## src/rtl/ls_pkg.sv

```systemverilog
// Shared definitions for the load/store queue unit: opcodes, access-size
// codes, FSM encoding, queue entry layout and small opcode decode helpers.
// Queue entry field widths follow the LS_* localparams below; the unit's
// default parameters match them.
package ls_pkg;

  localparam int LS_DATA_W = 32;
  localparam int LS_ADDR_W = 32;
  localparam int LS_TAG_W  = 4;
  localparam int LS_NAME_W = 5;
  localparam int LS_OP_W   = 6;

  localparam logic [LS_OP_W-1:0] OP_LB  = 6'h00;
  localparam logic [LS_OP_W-1:0] OP_LH  = 6'h01;
  localparam logic [LS_OP_W-1:0] OP_LW  = 6'h02;
  localparam logic [LS_OP_W-1:0] OP_LBU = 6'h04;
  localparam logic [LS_OP_W-1:0] OP_LHU = 6'h05;
  localparam logic [LS_OP_W-1:0] OP_SB  = 6'h08;
  localparam logic [LS_OP_W-1:0] OP_SH  = 6'h09;
  localparam logic [LS_OP_W-1:0] OP_SW  = 6'h0a;

  localparam logic [1:0] LEN_B = 2'b00;
  localparam logic [1:0] LEN_H = 2'b01;
  localparam logic [1:0] LEN_W = 2'b11;

  typedef enum logic [1:0] {
    ST_IDLE  = 2'd0,
    ST_WAIT  = 2'd1,
    ST_DRAIN = 2'd2
  } ls_state_t;

  typedef struct packed {
    logic [LS_OP_W-1:0]   op;
    logic [LS_ADDR_W-1:0] addr;
    logic [LS_DATA_W-1:0] wdata;
    logic [LS_TAG_W-1:0]  tag;
    logic [LS_NAME_W-1:0] name;
  } ls_entry_t;

  // Unknown opcodes fall into the word bucket.
  function automatic logic [1:0] op_len(input logic [LS_OP_W-1:0] op);
    case (op)
      OP_LB, OP_LBU, OP_SB: return LEN_B;
      OP_LH, OP_LHU, OP_SH: return LEN_H;
      default:              return LEN_W;
    endcase
  endfunction

  function automatic logic op_is_store(input logic [LS_OP_W-1:0] op);
    return (op == OP_SB) || (op == OP_SH) || (op == OP_SW);
  endfunction

  function automatic logic op_misaligned(input logic [LS_OP_W-1:0] op,
                                         input logic [1:0] a);
    logic [1:0] len;
    len = op_len(op);
    return ((len == LEN_H) && a[0]) || ((len == LEN_W) && (a != 2'b00));
  endfunction

endpackage

```

## src/rtl/ls_req_fifo.sv

```systemverilog
// In-order request queue: DEPTH-entry synchronous FIFO with flush.
// The head entry is visible combinationally on dout; flush wins over
// push and pop in the same cycle.
module ls_req_fifo
  import ls_pkg::*;
#(
  parameter int DEPTH = 4,
  parameter int PW    = $clog2(DEPTH)
) (
  input  logic         clk,
  input  logic         rst,
  input  logic         flush,
  input  logic         push,
  input  logic         pop,
  input  ls_entry_t    din,
  output ls_entry_t    dout,
  output logic [PW:0]  count,
  output logic         full,
  output logic         empty
);

  localparam logic [PW:0] DEPTH_C = (PW+1)'(DEPTH);

  ls_entry_t       mem [DEPTH];
  logic [PW-1:0]   wr_ptr;
  logic [PW-1:0]   rd_ptr;
  logic            push_ok;
  logic            pop_ok;

  assign full    = (count == DEPTH_C);
  assign empty   = (count == '0);
  assign push_ok = push & ~flush & ~full;
  assign pop_ok  = pop & ~flush & ~empty;
  assign dout    = mem[rd_ptr];

  // Entry storage; contents need no reset since count gates visibility.
  always_ff @(posedge clk) begin
    if (push_ok) mem[wr_ptr] <= din;
  end

  // Pointer and occupancy bookkeeping.
  always_ff @(posedge clk or negedge rst) begin
    if (!rst) begin
      wr_ptr <= '0;
      rd_ptr <= '0;
      count  <= '0;
    end else if (flush) begin
      wr_ptr <= '0;
      rd_ptr <= '0;
      count  <= '0;
    end else begin
      if (push_ok) wr_ptr <= wr_ptr + 1'b1;
      if (pop_ok)  rd_ptr <= rd_ptr + 1'b1;
      count <= count + {{PW{1'b0}}, push_ok} - {{PW{1'b0}}, pop_ok};
    end
  end

endmodule

```

## src/rtl/ls_queue_unit.sv

```systemverilog
// Load/store execution unit: queues requests from the LS buffer, issues
// them one at a time to the memory controller and reports completions to
// the ROB. Optional feature macro: LS_MISALIGN_TRAP_EN (trap misaligned
// half/word accesses instead of issuing them).
//
//  state    | meaning
//  ST_IDLE  | no transaction outstanding; issue head when memory is free
//  ST_WAIT  | transaction outstanding; mem_* held until mem_done
//  ST_DRAIN | flushed while outstanding; swallow the mem_done
module ls_queue_unit
  import ls_pkg::*;
#(
  parameter int DATA_W = LS_DATA_W,
  parameter int ADDR_W = LS_ADDR_W,
  parameter int TAG_W  = LS_TAG_W,
  parameter int NAME_W = LS_NAME_W,
  parameter int OP_W   = LS_OP_W,
  parameter int DEPTH  = 4
) (
  input  logic              clk,
  input  logic              rst,
  input  logic              flush,
  input  logic              req_valid,
  output logic              req_ready,
  input  logic [OP_W-1:0]   req_op,
  input  logic [DATA_W-1:0] req_base,
  input  logic [DATA_W-1:0] req_src,
  input  logic [DATA_W-1:0] req_imm,
  input  logic [TAG_W-1:0]  req_tag,
  input  logic [NAME_W-1:0] req_name,
  input  logic              mem_free,
  input  logic              mem_done,
  input  logic [DATA_W-1:0] mem_rdata,
  output logic              mem_req,
  output logic              mem_rw,
  output logic [ADDR_W-1:0] mem_addr,
  output logic [1:0]        mem_len,
  output logic [DATA_W-1:0] mem_wdata,
  output logic              rob_valid,
  output logic [DATA_W-1:0] rob_data,
  output logic [TAG_W-1:0]  rob_tag,
  output logic [NAME_W-1:0] rob_name,
  output logic              rob_exc
);

  localparam int PW = $clog2(DEPTH);
  localparam logic [PW:0] DEPTH_C = (PW+1)'(DEPTH);

  ls_state_t         state_q, state_d;
  ls_entry_t         enq, head;
  logic [PW:0]       count;
  logic              full, empty;
  logic              push, pop, issue, fin, trap;
  logic [DATA_W-1:0] eff_addr;
  logic              rw_q;
  logic [ADDR_W-1:0] addr_q;
  logic [1:0]        len_q;
  logic [DATA_W-1:0] wdata_q;

  function automatic logic [DATA_W-1:0] fmt_load(input logic [OP_W-1:0] op,
                                                 input logic [DATA_W-1:0] d);
    case (op)
      OP_LB:   return {{(DATA_W-8){d[7]}}, d[7:0]};
      OP_LBU:  return {{(DATA_W-8){1'b0}}, d[7:0]};
      OP_LH:   return {{(DATA_W-16){d[15]}}, d[15:0]};
      OP_LHU:  return {{(DATA_W-16){1'b0}}, d[15:0]};
      default: return d;
    endcase
  endfunction

  // count is a register, so req_ready never depends on the memory side.
  assign req_ready = (count != DEPTH_C);
  assign push      = req_valid & ~full;
  assign eff_addr  = req_base + req_imm;

  assign enq.op    = req_op;
  assign enq.addr  = eff_addr[ADDR_W-1:0];
  assign enq.wdata = req_src;
  assign enq.tag   = req_tag;
  assign enq.name  = req_name;

  ls_req_fifo #(.DEPTH(DEPTH)) u_fifo (
    .clk   (clk),
    .rst   (rst),
    .flush (flush),
    .push  (push),
    .pop   (pop),
    .din   (enq),
    .dout  (head),
    .count (count),
    .full  (full),
    .empty (empty)
  );

  // State register.
  always_ff @(posedge clk or negedge rst) begin
    if (!rst) state_q <= ST_IDLE;
    else      state_q <= state_d;
  end

  // Next state, issue/pop decisions.
  always_comb begin
    state_d = state_q;
    issue   = 1'b0;
    pop     = 1'b0;
    fin     = 1'b0;
    trap    = 1'b0;
    case (state_q)
      ST_IDLE: begin
        if (!empty && !flush) begin
`ifdef LS_MISALIGN_TRAP_EN
          if (op_misaligned(head.op, head.addr[1:0])) begin
            trap = 1'b1;
            pop  = 1'b1;
          end else
`endif
          if (mem_free) begin
            issue   = 1'b1;
            state_d = ST_WAIT;
          end
        end
      end
      ST_WAIT: begin
        if (flush) begin
          state_d = mem_done ? ST_IDLE : ST_DRAIN;
        end else if (mem_done) begin
          pop     = 1'b1;
          fin     = 1'b1;
          state_d = ST_IDLE;
        end
      end
      ST_DRAIN: begin
        if (mem_done) state_d = ST_IDLE;
      end
      default: state_d = ST_IDLE;
    endcase
  end

  // Capture the issued access so mem_* stay stable while waiting.
  always_ff @(posedge clk or negedge rst) begin
    if (!rst) begin
      rw_q    <= 1'b0;
      addr_q  <= '0;
      len_q   <= 2'b00;
      wdata_q <= '0;
    end else if (issue) begin
      rw_q    <= op_is_store(head.op);
      addr_q  <= head.addr;
      len_q   <= op_len(head.op);
      wdata_q <= head.wdata;
    end
  end

  assign mem_req   = issue;
  assign mem_rw    = issue ? op_is_store(head.op) : rw_q;
  assign mem_addr  = issue ? head.addr            : addr_q;
  assign mem_len   = issue ? op_len(head.op)      : len_q;
  assign mem_wdata = issue ? head.wdata           : wdata_q;

  // ROB completion registers; fin and trap are already masked by flush.
  always_ff @(posedge clk or negedge rst) begin
    if (!rst) begin
      rob_valid <= 1'b0;
      rob_data  <= '0;
      rob_tag   <= '0;
      rob_name  <= '0;
    end else begin
      rob_valid <= fin | trap;
      if (fin) begin
        rob_tag <= head.tag;
        if (op_is_store(head.op)) begin
          rob_data <= '0;
          rob_name <= '0;
        end else begin
          rob_data <= fmt_load(head.op, mem_rdata);
          rob_name <= head.name;
        end
      end else if (trap) begin
        rob_tag  <= head.tag;
        rob_data <= DATA_W'(head.addr);
        rob_name <= head.name;
      end
    end
  end

`ifdef LS_MISALIGN_TRAP_EN
  // Exception flag travels with each completion pulse.
  always_ff @(posedge clk or negedge rst) begin
    if (!rst)             rob_exc <= 1'b0;
    else if (fin | trap)  rob_exc <= trap;
  end
`else
  assign rob_exc = 1'b0;
`endif

endmodule
```

## config.mk

```make
export PLATFORM = sky130hd
export DESIGN_NAME = ls_queue_unit
export DESIGN_NICKNAME = d
export VERILOG_FILES = /design/src/rtl/ls_pkg.sv /design/src/rtl/ls_req_fifo.sv /design/src/rtl/ls_queue_unit.sv
export SDC_FILE = /design/constraint.sdc
export NUM_CORES = 1
export LEC_CHECK = 0
export CAP_MARGIN = 10
export CORE_UTILIZATION = 30
export CTS_BUF_LIST = sky130_fd_sc_hd__clkbuf_2 sky130_fd_sc_hd__clkbuf_4 sky130_fd_sc_hd__clkbuf_8
export CTS_CLUSTER_DIAMETER = 80
export DETAILED_ROUTE_END_ITERATION = 8
export GPL_TIMING_DRIVEN = 0
export SLEW_MARGIN = 20
export SYNTH_ARGS = -nofsm -noshare
export SYNTH_HDL_FRONTEND = slang
export SYNTH_SLANG_ARGS = --single-unit
```

## constraint.sdc

```tcl
create_clock -name clk -period 6.6 [get_ports clk]
set_input_delay 1.65 -clock clk [delete_from_list [all_inputs] [get_ports clk]]
set_output_delay 1.65 -clock clk [all_outputs]
set_load 0.05 [all_outputs]
```

==> run_results.csv, run 1 <==
group,metric,value,unit
detailed_routing,vias_per_cell,4.664,
synthesis,ys_async_sr_fraction,0.2719,
power,vdd_drop_max,267.7,uV
floorplanning,fp.dieH,245.4,um
synthesis,syn_avg_cell_area,17.04,um2
timing,fin_ws,0.2749,ns
layout,layout-drive-gt1-share,0.2194,
detailed_routing,route.met2.wl,21.12,mm
power,p_leak,8.231,nW
cts,cts_buffers,74,
timing,setup_viol_count_final,0,
detailed_routing,top_layer,"met5",
timing,fin_skew,0.03159,ns
synthesis,synth_area,17770,um2
timing,slew_violations,0,
run,maxCapViolCount,0,
layout,final_nets,1571,
cts,ctsHoldBuffers,0,
timing,finalCritPeriodShare,0.9584,
cts,htree_levels,3,
detailed_routing,drt-pass1-iter-count,5,
cts,cts_resized,2,
worst_setup_path,critical_path_arrival,4.68,ns
cts,tritoncts,"yes",
global_route,grt_max_degree,66,
timing,tightest_slew,0.9872,ns
worst_setup_path,worstPathMaxFanout,10,
timing,finalHoldViolCount,0,
detailed_routing,wirelength,41.98,mm
detailed_routing,vias,10310,
synthesis,yosysWarnings,0,
layout,area_delta_synth_final,29.71,%
synthesis,synth_flop_cell,"edfxtp_1",
timing,fmax,158.1,MHz
detailed_routing,met3_length,1.951,mm
detailed_routing,wl_per_cell,18.99,um
synthesis,synth_cell_types,61,
global_route,grt_pass1_wl,63.71,mm
timing,period_needed,6.325,ns
worst_setup_path,end_kind,"output port",
synthesis,synth_edf_count,316,
place,dp_cells,2072,
global_route,overflow,0,
run_status,status,"finished clean",
power,powerDensity,376.2,nW/um2
synthesis,synth-seq-area-share,0.7000,
timing,rsz0062_at_grt,"no",
detailed_routing,met1_length,17.78,mm
synthesis,synth_nets,1231,
timing,slew-limit-headroom,0.3419,
floorplanning,row_count,88,
global_route,grt.total_usage,0.1406,
timing,whs,0.4751,ns
floorplanning,fp.dieW,245.4,um
worst_setup_path,setup.worst_path.class,"in -> out",
detailed_routing,ant_nets,0,
floorplanning,ios,261,
cts,cts_num_sinks,434,
global_route,grt_pass1_vias,10840,
synthesis,synth_seq_cells,434,
synthesis,synthCells,1043,
timing,tns,0,ns
layout,fill_cells,5402,
cts,clock_latency,0.64,ns
detailed_routing,drt_iter0_markers,397,
worst_setup_path,startpoint_type,"primary input",
synthesis,synth_top_area_share,0.5339,
floorplanning,core_area,58140,um2
worst_setup_path,crit_required,4.95,ns
cts,cts_root_buf,"clkbuf_8",
layout,final_cells,2211,
global_route,antenna_found_initial,2,
place,hpwl,28.06,mm
place,io_buffers,258,
floorplanning,die-area,60220,um2
floorplanning,initial_utilization,0.3057,
cts,post-cts-setup-buffers,0,
synthesis,yosysTopAreaCell,"edfxtp_1",
power,total_power,8.673,mW
detailed_routing,drc,0,
cts,cts_buffer_depth,3,
place,dp_slack,-0.2641,ns
worst_hold_path,hold_class,"reg -> reg",
place,place.gp.congestion,0.9016,
cts,path_clk_slew,0.05,ns
synthesis,synth_area_leaders,"edfxtp_1 (53%), dfrtp_1 (17%), mux4_2 (9.9%)",
==> path summary, 6_finish.rpt <==
check                      slack, ns  cells after the start         endpoint        startpoint
min in group asynchronous       0.95                      1      wdata_q[21]               rst
hold / removal                  0.48                      1     rob_data[11]      rob_data[11]
setup / recovery                0.27                      8     mem_addr[30]             flush
setup reg to reg                3.73                      5      wdata_q[17]  u_fifo.rd_ptr[1]
max in group asynchronous       4.92                      2  u_fifo.count[1]               rst
hold reg to reg                 0.48                      1     rob_data[11]      rob_data[11]
==> cells by family after synthesis <==
group,Yosys count,share of synthesized area
compound gates,145,0.05301
xor+xnor,33,0.01626
fa+ha+maj,39,0.02830
buf+inv,64,0.01570
flops,434,0.7000
mux,146,0.1419
other cells,1,0.0002110
simple gates,181,0.04463
==> worst max-delay path, stage by stage <==
cell             delay [ns]
clkbuf_1               0.37
nor2_1                 0.16
nand4bb_1              0.22
clkbuf_1               0.36
clkbuf_4               0.39
buf_2                  0.36
mux2_2                 0.39
clkdlybuf4s50_1        0.74
==> state kept, by name (all words and copies together), names as in the netlist <==
name and cells:
state_q 2, rob_tag 4, addr_q 32, rob_valid 1, rob_name 5, u_fifo.mem 316, u_fifo.count 3, len_q 2
rob_data 32, u_fifo.wr_ptr 2, rw_q 1, wdata_q 32, u_fifo.rd_ptr 2
==> layer usage <==
metal  GRT usage  vias to the layer above
li1            -                     4718
met1      0.1746                     5233
met2      0.2380                      283
met3     0.02816                       77
met4     0.05901                        2
met5           0                        -
==> cells in the mapped netlist (6+ instances only) <==
cell type / instances
a21o_1: 17
inv_1: 15
a21oi_2: 9
nand2_1: 89
o21ai_0: 40
xnor2_1: 20
nor2_1: 46
o21ai_1: 12
ha_1: 37
clkbuf_1: 30
buf_2: 7
dfrtp_1: 118
xor2_1: 13
edfxtp_1: 316
a21oi_1: 26
mux2_2: 67
buf_1: 6
mux4_2: 78
a31oi_1: 7
nand3_1: 14
==> layout by cell type, fill, tap and decap left out, drive strengths merged, types with 7 or more instances in the layout <==
cell type / synthesis / routed
inv: 15 / 20
dfrtp: 118 / 118
nand2: 89 / 89
ha: 37 / 37
a21oi: 35 / 35
a21o: 17 / 17
mux4: 78 / 78
edfxtp: 316 / 316
xnor2: 20 / 20
o21ai: 52 / 52
clkdlybuf4s50: 0 / 257
a31oi: 7 / 7
xor2: 13 / 13
nand3: 14 / 14
buf: 18 / 24
clkinv: 1 / 17
clkbuf: 30 / 145
nor2: 46 / 46
mux2: 67 / 67
==> final cells by class <==
cell class                      instances  area (um2)  area share
Clock inverter                         24       195.2    0.008467
Sequential cell                       434       12440      0.5397
Tap cell                              765       957.2     0.04152
Inverter                               16       60.06    0.002605
Antenna cell                            1       2.502   0.0001085
Timing Repair Buffer                  264        2753      0.1194
Buffer                                 48       225.2    0.009769
Clock buffer                          114        1356     0.05883
Multi-Input combinational cell        545        5062      0.2196
==> metrics by stage <==
stage	util	instance area, um2
after floorplan	-	17770
after global placement	0.3666	21310
after detailed placement	0.3697	21490
after CTS	0.3965	23050
after global routing	0.3965	23050
final	0.3965	23050
==> report_power, final <==
part / total [mW] / switching (mW) / leakage, nW / internal, mW
registers: 3.49 / 0.119 / 4.34 / 3.37
logic: 2.70 / 1.77 / 3.06 / 0.932
clock network: 2.48 / 1.08 / 0.831 / 1.40
Note: power is estimated with default switching activity, not from simulation.
==> run 2, diff against run 1 <==
Settings changed: ABC_AREA from default to 1, HOLD_SLACK_MARGIN from default to 0.1.
==> run 2 against run 1 <==
- cell count grew 38%
- clock power is essentially flat
- synthesized cell count grew 73%
- combinational power grew 8.5%
- setup slack worse by 0.074 ns
==> run_results.csv, run 2 <==
group,metric,value,unit
run_status,status,"finished clean",
worst_setup_path,slowest_delay,0.91,ns
worst_hold_path,hold_class,"reg -> reg",
detailed_routing,drt_iter0_markers,801,
floorplanning,ios,261,
detailed_routing,vias,13910,
place,io_buffers,259,
detailed_routing,ant_nets,0,
global_route,grt_pass1_vias,14290,
detailed_routing,vias_per_cell,4.557,
floorplanning,core_area,61940,um2
timing,period_needed,6.400,ns
detailed_routing,drc,0,
worst_setup_path,r2r-start,"u_fifo.rd_ptr[1]",
synthesis,synth-seq-area-share,0.6599,
global_route,grt_max_degree,77,
synthesis,ys_async_sr_fraction,0.2719,
cts,cts_resized,0,
worst_setup_path,crit_start,"flush",
synthesis,synth_area_leaders,"edfxtp_1 (50%), dfrtp_1 (16%), nor2_1 (7.9%)",
worst_setup_path,worstPathMaxFanout,10,
floorplanning,row_count,91,
cts,cts_root_buf,"clkbuf_8",
global_route,grt_pass1_wl,80.19,mm
detailed_routing,drt-pass1-iter-count,5,
synthesis,yosysTopAreaCell,"edfxtp_1",
synthesis,synth_nets,1995,
timing,whs,0.4760,ns
layout,largest_reg_flops,316,
global_route,grt.total_usage,0.1647,
layout,layout-drive-gt1-share,0.09666,
worst_setup_path,crit_chain,"clkdlybuf4s50_1, nor2_1, nand3_1, inv_1, buf_6, buf_2, nor2_1, a31oi_1, clkdlybuf4s50_1",
worst_setup_path,critical_path_arrival,4.75,ns
layout,top_register,"u_fifo.mem",
synthesis,synthCells,1807,
power,p_leak,9.765,nW
synthesis,synth_area,18850,um2
layout,fill_cells,6033,
global_route,overflow,0,
floorplanning,die-area,63850,um2
timing,finalCritPeriodShare,0.9696,
worst_setup_path,setup.worst_path.class,"in -> out",
floorplanning,fp.dieW,252.7,um
power,powerDensity,364.3,nW/um2
timing,finalHoldViolCount,0,
timing,fmax,156.3,MHz
cts,post-cts-setup-buffers,0,
cts,path_clk_slew,0.05,ns
synthesis,synthTopCellsByCount,"nor2_1 (395), nand2_1 (350), edfxtp_1 (316), o21ai_0 (162), dfrtp_1 (118)",
worst_hold_path,hold_start,"rob_data[14]",
synthesis,synth_seq_cells,434,
layout,area_delta_synth_final,29.96,%
layout,final_cell_mix,"nor2_1 (391), nand2_1 (350), edfxtp_1 (316), clkdlybuf4s50_1 (257), o21ai_0 (162)",
worst_setup_path,startpoint_type,"primary input",
timing,tightest_slew,0.8827,ns
timing,rsz0062_at_grt,"no",
cts,ctsHoldBuffers,0,
synthesis,syn_avg_cell_area,10.43,um2
timing,slew-limit-headroom,0.4115,
synthesis,yosysWarnings,0,
worst_setup_path,crit_required,4.95,ns
global_route,antenna_found_initial,2,
cts,cts_buffers,71,
detailed_routing,wirelength,52.57,mm
timing,fin_skew,0.02883,ns
power,total_power,8.928,mW
cts,htree_levels,3,
cts,cts_num_sinks,434,
timing,slew_violations,0,
synthesis,synth_edf_count,316,
timing,setup_viol_count_final,0,
cts,tritoncts,"yes",
cts,cts_buffer_depth,3,
synthesis,synth_top_area_share,0.5033,
worst_setup_path,cp_slowest_cell,"clkdlybuf4s50_1",
power,vdd_drop_max,132.5,uV
cts,clock_latency,0.64,ns
synthesis,synth_flop_cell,"edfxtp_1",
synthesis,synth.most_common_cell,"nor2_1",
worst_setup_path,end_kind,"output port",
place,hpwl,37.61,mm
floorplanning,fp.dieH,252.7,um
layout,final_common_cell,"nor2_1",
floorplanning,initial_utilization,0.3044,
synthesis,synth_cell_types,34,
detailed_routing,wl_per_cell,17.22,um
place,place.gp.congestion,0.9081,
layout,final_nets,2345,
run,maxCapViolCount,0,
## run 2: cell types whose count changed in the layout (fill, tap and decap cells not counted), moves of 20 or more
cell,change
nor2_1,+345
nand3_1,+38
mux2_2,-67
mux4_2,-78
xnor2_1,-20
a31oi_1,+61
nand2_1,+261
o21ai_0,+122
inv_1,+99
## run 2: final timing paths
| kind | end | slack, ns | cells after the start |
|---|---|---|---|
| hold / removal | rob_data[14] | 0.48 | 2 |
| setup / recovery | mem_addr[16] | 0.20 | 9 |
| setup reg to reg | addr_q[16] | 4.02 | 6 |
| max in group asynchronous | addr_q[23] | 4.90 | 2 |
| hold reg to reg | rob_data[14] | 0.48 | 2 |
| min in group asynchronous | wdata_q[12] | 0.92 | 1 |
## run 2: routing by layer
metal  up-vias  track usage  wire length, um
li1       6833            -                -
met1      6599       0.1991            22470
met2       402       0.2870            25920
met3        74      0.03265             2923
met4         4      0.06459             1227
met5         -            0               30
## run 2: per-stage QoR
| step | utilization | setup TNS, ns | cell area [um2] | setup WS [ns] | cells |
|---|---|---|---|---|---|
| 3_3_place_gp | 0.3632 | -1092.22 | 22490 | -2.925 | 2903 |
| 2_1_floorplan | - | 0 | 18850 | 0.7899 | 1807 |
| 5_1_grt | 0.3955 | 0 | 24500 | 0.01977 | 3051 |
| 6_report | 0.3956 | 0 | 24500 | 0.2005 | 3053 |
| 3_5_place_dp | 0.3708 | 0 | 22960 | 0.1989 | 2921 |
| 4_1_cts | 0.3955 | 0 | 24500 | 0.1674 | 3051 |
## run 2: worst max-delay path, delay by kind of cell
family                 cells  cell delay, ns
buffers and inverters      5            2.22
AO/OA/AOI/OAI              1            0.42
AND/OR/NAND/NOR            3            0.45
## run 2: layout make-up
| type | count | area, um2 | share of cell area |
|---|---|---|---|
| Antenna cell | 2 | 5.005 | 0.0002042 |
| Buffer | 75 | 375.4 | 0.01532 |
| Clock buffer | 114 | 1375 | 0.05612 |
| Clock inverter | 16 | 156.4 | 0.006383 |
| Inverter | 117 | 439.2 | 0.01792 |
| Multi-Input combinational cell | 1181 | 5628 | 0.2297 |
| Sequential cell | 434 | 12440 | 0.5078 |
| Tap cell | 837 | 1047 | 0.04274 |
| Timing Repair Buffer | 277 | 3035 | 0.1239 |
## run 2: power breakdown
part           internal [mW]  total, mW  switching, mW
combinational          0.921       2.93           2.01
clock                   1.44       2.47           1.04
sequential              3.38       3.52          0.140
## run 2: cells by family after synthesis
logic type	share of synthesized area
AOI/OAI and AO/OA	0.08116
xor gates and xnor gates	0.006968
DFF	0.6599
and+or+nand+nor	0.1819
buffers and inverters	0.04320
other	0.0001989
adders and majority gates	0.02668
